File: src/rtl/tetris_pkg.sv
// Shared playfield geometry, scanner state encoding and cell indexing.
package tetris_pkg;

    localparam int GRID_W    = 8;
    localparam int GRID_H    = 18;
    localparam int CELLS     = GRID_W * GRID_H;
    localparam int COORD_X_W = 3;
    localparam int COORD_Y_W = 5;
    localparam int INDEX_W   = 8;

    typedef enum logic [1:0] {
        IDLE  = 2'd0,
        LATCH = 2'd1,
        SCAN  = 2'd2,
        DONE  = 2'd3
    } scan_state_t;

    // Flat bit position of cell (x,y); rows are GRID_W = 8 wide, so y*8 is a shift.
    function automatic logic [INDEX_W-1:0] cell_index(
        input logic [COORD_X_W-1:0] x,
        input logic [COORD_Y_W-1:0] y
    );
        return INDEX_W'(x) + (INDEX_W'(y) << 3);
    endfunction

endpackage

File: src/rtl/frame_tick_gen.sv
// Free-running frame divider: one-cycle tick every FRAME_DIV clocks.
module frame_tick_gen #(
    parameter int FRAME_DIV = 833333
) (
    input  logic clk,
    input  logic rst_n,
    output logic tick
);

    localparam int CNT_W = (FRAME_DIV > 1) ? $clog2(FRAME_DIV) : 1;

    logic [CNT_W-1:0] cnt;

    // Count 0..FRAME_DIV-1 and wrap; tick is decoded from the terminal count.
    always_ff @(posedge clk) begin
        if (!rst_n)    cnt <= '0;
        else if (tick) cnt <= '0;
        else           cnt <= cnt + CNT_W'(1);
    end

    assign tick = (cnt == CNT_W'(FRAME_DIV - 1));

endmodule

File: src/rtl/playfield_scanner.sv
// Snapshots the playfield once per frame and streams it cell by cell over valid/ready.
module playfield_scanner
    import tetris_pkg::*;
#(
    parameter int FRAME_DIV = 833333
) (
    input  logic                 clk,
    input  logic                 rst_n,
    input  logic [CELLS-1:0]     data_updated,
    output logic [COORD_X_W-1:0] cell_x,
    output logic [COORD_Y_W-1:0] cell_y,
    output logic                 cell_on,
    output logic                 cell_valid,
    input  logic                 cell_ready,
    output logic                 draw_finish,
    output logic                 frame_busy,
    output logic                 overrun
);

    scan_state_t          state_q, state_d;
    logic                 tick;
    logic [CELLS-1:0]     snap_q;
    logic [COORD_X_W-1:0] x_q;
    logic [COORD_Y_W-1:0] y_q;
    logic                 pending_q;
    logic                 overrun_q;
    logic                 last_cell;
    logic                 accept;

    frame_tick_gen #(.FRAME_DIV(FRAME_DIV)) u_tick (
        .clk   (clk),
        .rst_n (rst_n),
        .tick  (tick)
    );

    assign last_cell = (x_q == COORD_X_W'(GRID_W - 1)) && (y_q == COORD_Y_W'(GRID_H - 1));
    assign accept    = (state_q == SCAN) && cell_ready;

    // State register.
    always_ff @(posedge clk) begin
        if (!rst_n) state_q <= IDLE;
        else        state_q <= state_d;
    end

    // Next-state and handshake/status outputs.
    always_comb begin
        state_d     = state_q;
        cell_valid  = 1'b0;
        draw_finish = 1'b0;
        frame_busy  = 1'b0;
        cell_on     = 1'b0;
        case (state_q)
            IDLE: begin
                if (tick || pending_q) state_d = LATCH;
            end
            LATCH: begin
                frame_busy = 1'b1;
                state_d    = SCAN;
            end
            SCAN: begin
                frame_busy = 1'b1;
                cell_valid = 1'b1;
                cell_on    = snap_q[cell_index(x_q, y_q)];
                if (cell_ready && last_cell) state_d = DONE;
            end
            DONE: begin
                frame_busy  = 1'b1;
                draw_finish = 1'b1;
                state_d     = IDLE;
            end
            default: state_d = IDLE;
        endcase
    end

    // Snapshot, raster counters and the pending/overrun bookkeeping for ticks.
    always_ff @(posedge clk) begin
        if (!rst_n) begin
            snap_q    <= '0;
            x_q       <= '0;
            y_q       <= '0;
            pending_q <= 1'b0;
            overrun_q <= 1'b0;
        end else begin
            // A tick arriving while one is already queued has nowhere to go.
            if (tick && pending_q) overrun_q <= 1'b1;

            if (state_q == IDLE) begin
                if (tick || pending_q) pending_q <= 1'b0;
            end else if (tick) begin
                pending_q <= 1'b1;
            end

            if (state_q == LATCH) begin
                snap_q <= data_updated;
                x_q    <= '0;
                y_q    <= '0;
            end else if (accept) begin
                // Park at (0,0) after the last cell so the counters never leave the grid.
                if (last_cell) begin
                    x_q <= '0;
                    y_q <= '0;
                end else if (x_q == COORD_X_W'(GRID_W - 1)) begin
                    x_q <= '0;
                    y_q <= y_q + COORD_Y_W'(1);
                end else begin
                    x_q <= x_q + COORD_X_W'(1);
                end
            end
        end
    end

    assign cell_x  = x_q;
    assign cell_y  = y_q;
    assign overrun = overrun_q;

endmodule

File: config.mk
export PLATFORM = sky130hd
export DESIGN_NAME = playfield_scanner
export DESIGN_NICKNAME = d
export VERILOG_FILES = /design/src/rtl/tetris_pkg.sv /design/src/rtl/frame_tick_gen.sv /design/src/rtl/playfield_scanner.sv
export SDC_FILE = /design/constraint.sdc
export NUM_CORES = 1
export LEC_CHECK = 0
export CAP_MARGIN = 20
export CORE_UTILIZATION = 48
export DETAILED_ROUTE_END_ITERATION = 6
export MAX_ROUTING_LAYER = met4
export PLACE_DENSITY = 0.75
export SLEW_MARGIN = 30
export SYNTH_ARGS = -nofsm -noshare
export SYNTH_HDL_FRONTEND = slang
export SYNTH_SLANG_ARGS = --single-unit
File: constraint.sdc
create_clock -name clk -period 3.39 [get_ports clk]
set_clock_uncertainty 0.05 [all_clocks]
set_input_delay 0.5085 -clock clk [delete_from_list [all_inputs] [get_ports clk]]
set_output_delay 0.5085 -clock clk [all_outputs]
set_load 0.02 [all_outputs]
==> results.json <==
{
  "tightestPinTransition_ps": 650.4,
  "core-area_sq_mm": 0.01658,
  "setup_violations": 0,
  "critPathBufInv": 1,
  "portBuffers": 159,
  "first_pass_iters": 4,
  "die_height_um": 132.2,
  "synth_edf_count": 0,
  "yosys_warnings": 0,
  "crit_path_max_fanout": 14,
  "grt_pass1_wl_um": 30780,
  "final.fill_count": 1327,
  "dpl_cell_area_sq_mm": 0.009923,
  "grt_use_total": 0.2309,
  "min_path_type": "flop to flop",
  "wl_per_cell_um": 17.10,
  "slowest_stage": "mux4_2",
  "cts-root-buf": "clkbuf_16",
  "dp_hpwl_um": 13950,
  "rsz0062_at_grt": "false",
  "drc": 0,
  "hold_viol": 0,
  "fin_crit_ps": 3170,
  "worst-setup-path-type": "flop to output port",
  "io_pins": 160,
  "antenna_found_initial": 0,
  "cts_made_buffers": 17,
  "layout-drive-gt1-share": 0.09030,
  "seqCellArea_sq_mm": 0.003528,
  "fmax_mhz": 315.4,
  "h-tree-depth": 4,
  "grtUsageMet2": 0.3848,
  "cpPeakStageDelay_ps": 490,
  "drt_iter0_drc": 339,
  "synthArstFlopShare": 0,
  "synth-seq-cells": 176,
  "drv_slew": 0,
  "clock_latency_ps": 430,
  "die-area_sq_mm": 0.01746,
  "synthFlopType": "dfxtp_1",
  "startpoint_type": "flop",
  "grt.met1_usage": 0.2862,
  "routabilityCongestion": 0.8868,
  "power_density_mw_per_mm2": 585.2,
  "worst_ir_drop_vdd_mv": 0.3807,
  "ys_types": 41,
  "grt_pass1_vias": 6050,
  "required_ps": 2830,
  "synthesis.nets": 902,
  "met3_usage": 0.04921,
  "netlist_instances": 743,
  "status": "finished, final reports clean",
  "crit_family": "multiplexers",
  "post-route-period-util": 0.9352,
  "grt_max_degree": 78,
  "syn-mean-instance-area_sq_um": 10.94,
  "die_w_um": 132.2,
  "cts_tree": "built",
  "routed-via-count": 5815,
  "fin_nets": 1044,
  "worstPathCellList": "mux2i_1, mux4_2, a221oi_2, nand3_1, and3_1, o41ai_2, clkbuf_2",
  "initial_core_util": 0.4903,
  "cp-end-kind": "output port",
  "p_leak_nw": 3.394,
  "wirelength_um": 19100,
  "whs_ps": 428.9,
  "num_antenna_cells": 0,
  "clockBufferDepth": 2,
  "ys_seq_area_frac": 0.4333,
  "postLayoutCellArea_sq_mm": 0.01054,
  "gr-total-overflow": 0,
  "ant_nets": 0,
  "cap_viol_max_count": 0,
  "relSlewSlack": 0.5624,
  "cts.reportedPaths.clkPinSlew_ps": 60,
  "detail_route.vias_per_cell": 5.206,
  "cts_sinks": 176,
  "timing.setup.tns_ps": 0,
  "row_count": 47,
  "critical_path_arrival_ps": 2610,
  "syn_to_final_growth_pct": 29.65,
  "busiest_layer": "met2",
  "multi_input_area_sq_mm": 0.004362,
  "synth_area_sq_mm": 0.008132
}
[stage by stage]
stage	setup WS, ps	power [mW]	instances	util
2_1_floorplan	356.2	3.692	743	-
3_3_place_gp	117.1	4.097	1086	0.5984
3_5_place_dp	77.79	4.157	1086	0.5984
4_1_cts	30.51	6.208	1117	0.6360
5_1_grt	53.82	6.443	1117	0.6357
6_report	219.8	6.170	1117	0.6357
[final timing paths]
path / startpoint / endpoint / slack [ps] / cells after the start
max: cell_x[1] / cell_on / 220 / 7
max reg2reg: u_tick.cnt[3] / u_tick.cnt[4] / 1110 / 5
min: overrun / overrun / 430 / 1
min reg2reg: overrun / overrun / 430 / 1
[what timing repair did]
action	in CTS	in global routing
hold buffers	0	0
setup buffers	0	0
gates resized for setup	2	3
pin swaps	0	0
setup endpoints to repair	1	1
[routing by layer]
metal  vias to the layer above  share of wire
li1                       2874              -
met1                      2790           0.45
met2                       139           0.49
met3                        12          0.044
met4                         0         0.0083
met5                         -              0
[registers in the layout, summed over array words and instances (netlist names)]
signal,flops
u_tick.cnt,20
pending_q,1
snap_q,144
state_q,2
cell_x,3
cell_y,5
overrun,1
[worst register-to-register path: stages (launching register included)]
cell,delay (ps)
dfxtp_1,340
or4b_2,670
nor3_1,230
nand4_1,190
nand2_1,510
nor2_1,140
[where the power goes]
part | switching [mW] | internal (mW)
logic | 0.689 | 0.852
registers | 0.191 | 2.39
clock network | 0.782 | 1.27
total | 1.66 | 4.51
[cell type report]
cell class              count  area share
repair buffers            174      0.1633
flip-flops and latches    176      0.3347
inverters                   9    0.003204
clock buffers              22     0.04403
well taps                 220     0.02611
multi-input cells         507      0.4137
clock inverters             9     0.01495
[cells by family (layout without fill, tap and decap cells)]
logic type      after synthesis  in the layout  synth area share
flops                       176            176            0.4333
buf+inv                      60            214           0.03185
simple gates                244            244            0.1708
mux                         210            210            0.3031
compound gates               20             20           0.01985
xor+xnor                     21             21           0.02262
fa+ha+maj                    12             12           0.01846
[synthesized netlist by cell type (2+ instances only)]
library cell  instances  area, sq um
clkbuf_1             30        112.6
nand4_1               7        43.79
nor4_1                2        12.51
nor2b_1             146        913.4
a21oi_1               4        20.02
o22ai_1               2        12.51
and3_1                6        37.54
nand3_1              20        100.1
a211oi_1              2        15.01
nand2_1              16        60.06
mux4_2               29        653.1
xor2_1               11        96.34
dfxtp_1             176         3523
nor2_1               33        123.9
buf_2                 6        30.03
mux2i_1             181         1812
ha_1                 12        150.1
buf_1                 9        33.78
nor3_1                4        20.02
xnor2_1              10        87.58
nor3b_1               2        15.01
nand3b_1              2        15.01
a22oi_1               3        22.52
inv_1                 9        33.78
buf_4                 5        37.54
[placed cells by master (no fill, tap or decap), drive strengths merged, types with 3 or more instances in the layout]
cell           instances
mux2i                181
dfxtp                176
clkdlybuf4s50        157
nor2b                146
nor2                  33
mux4                  29
clkbuf                23
nand3                 20
nand2                 16
buf                   16
ha                    12
xor2                  11
xnor2                 10
inv                    9
nand4                  7
and3                   6
a21oi                  4
nor3                   4
bufinv                 4
a22oi                  3
clkinv                 3
(Power assumes the default switching activity.)
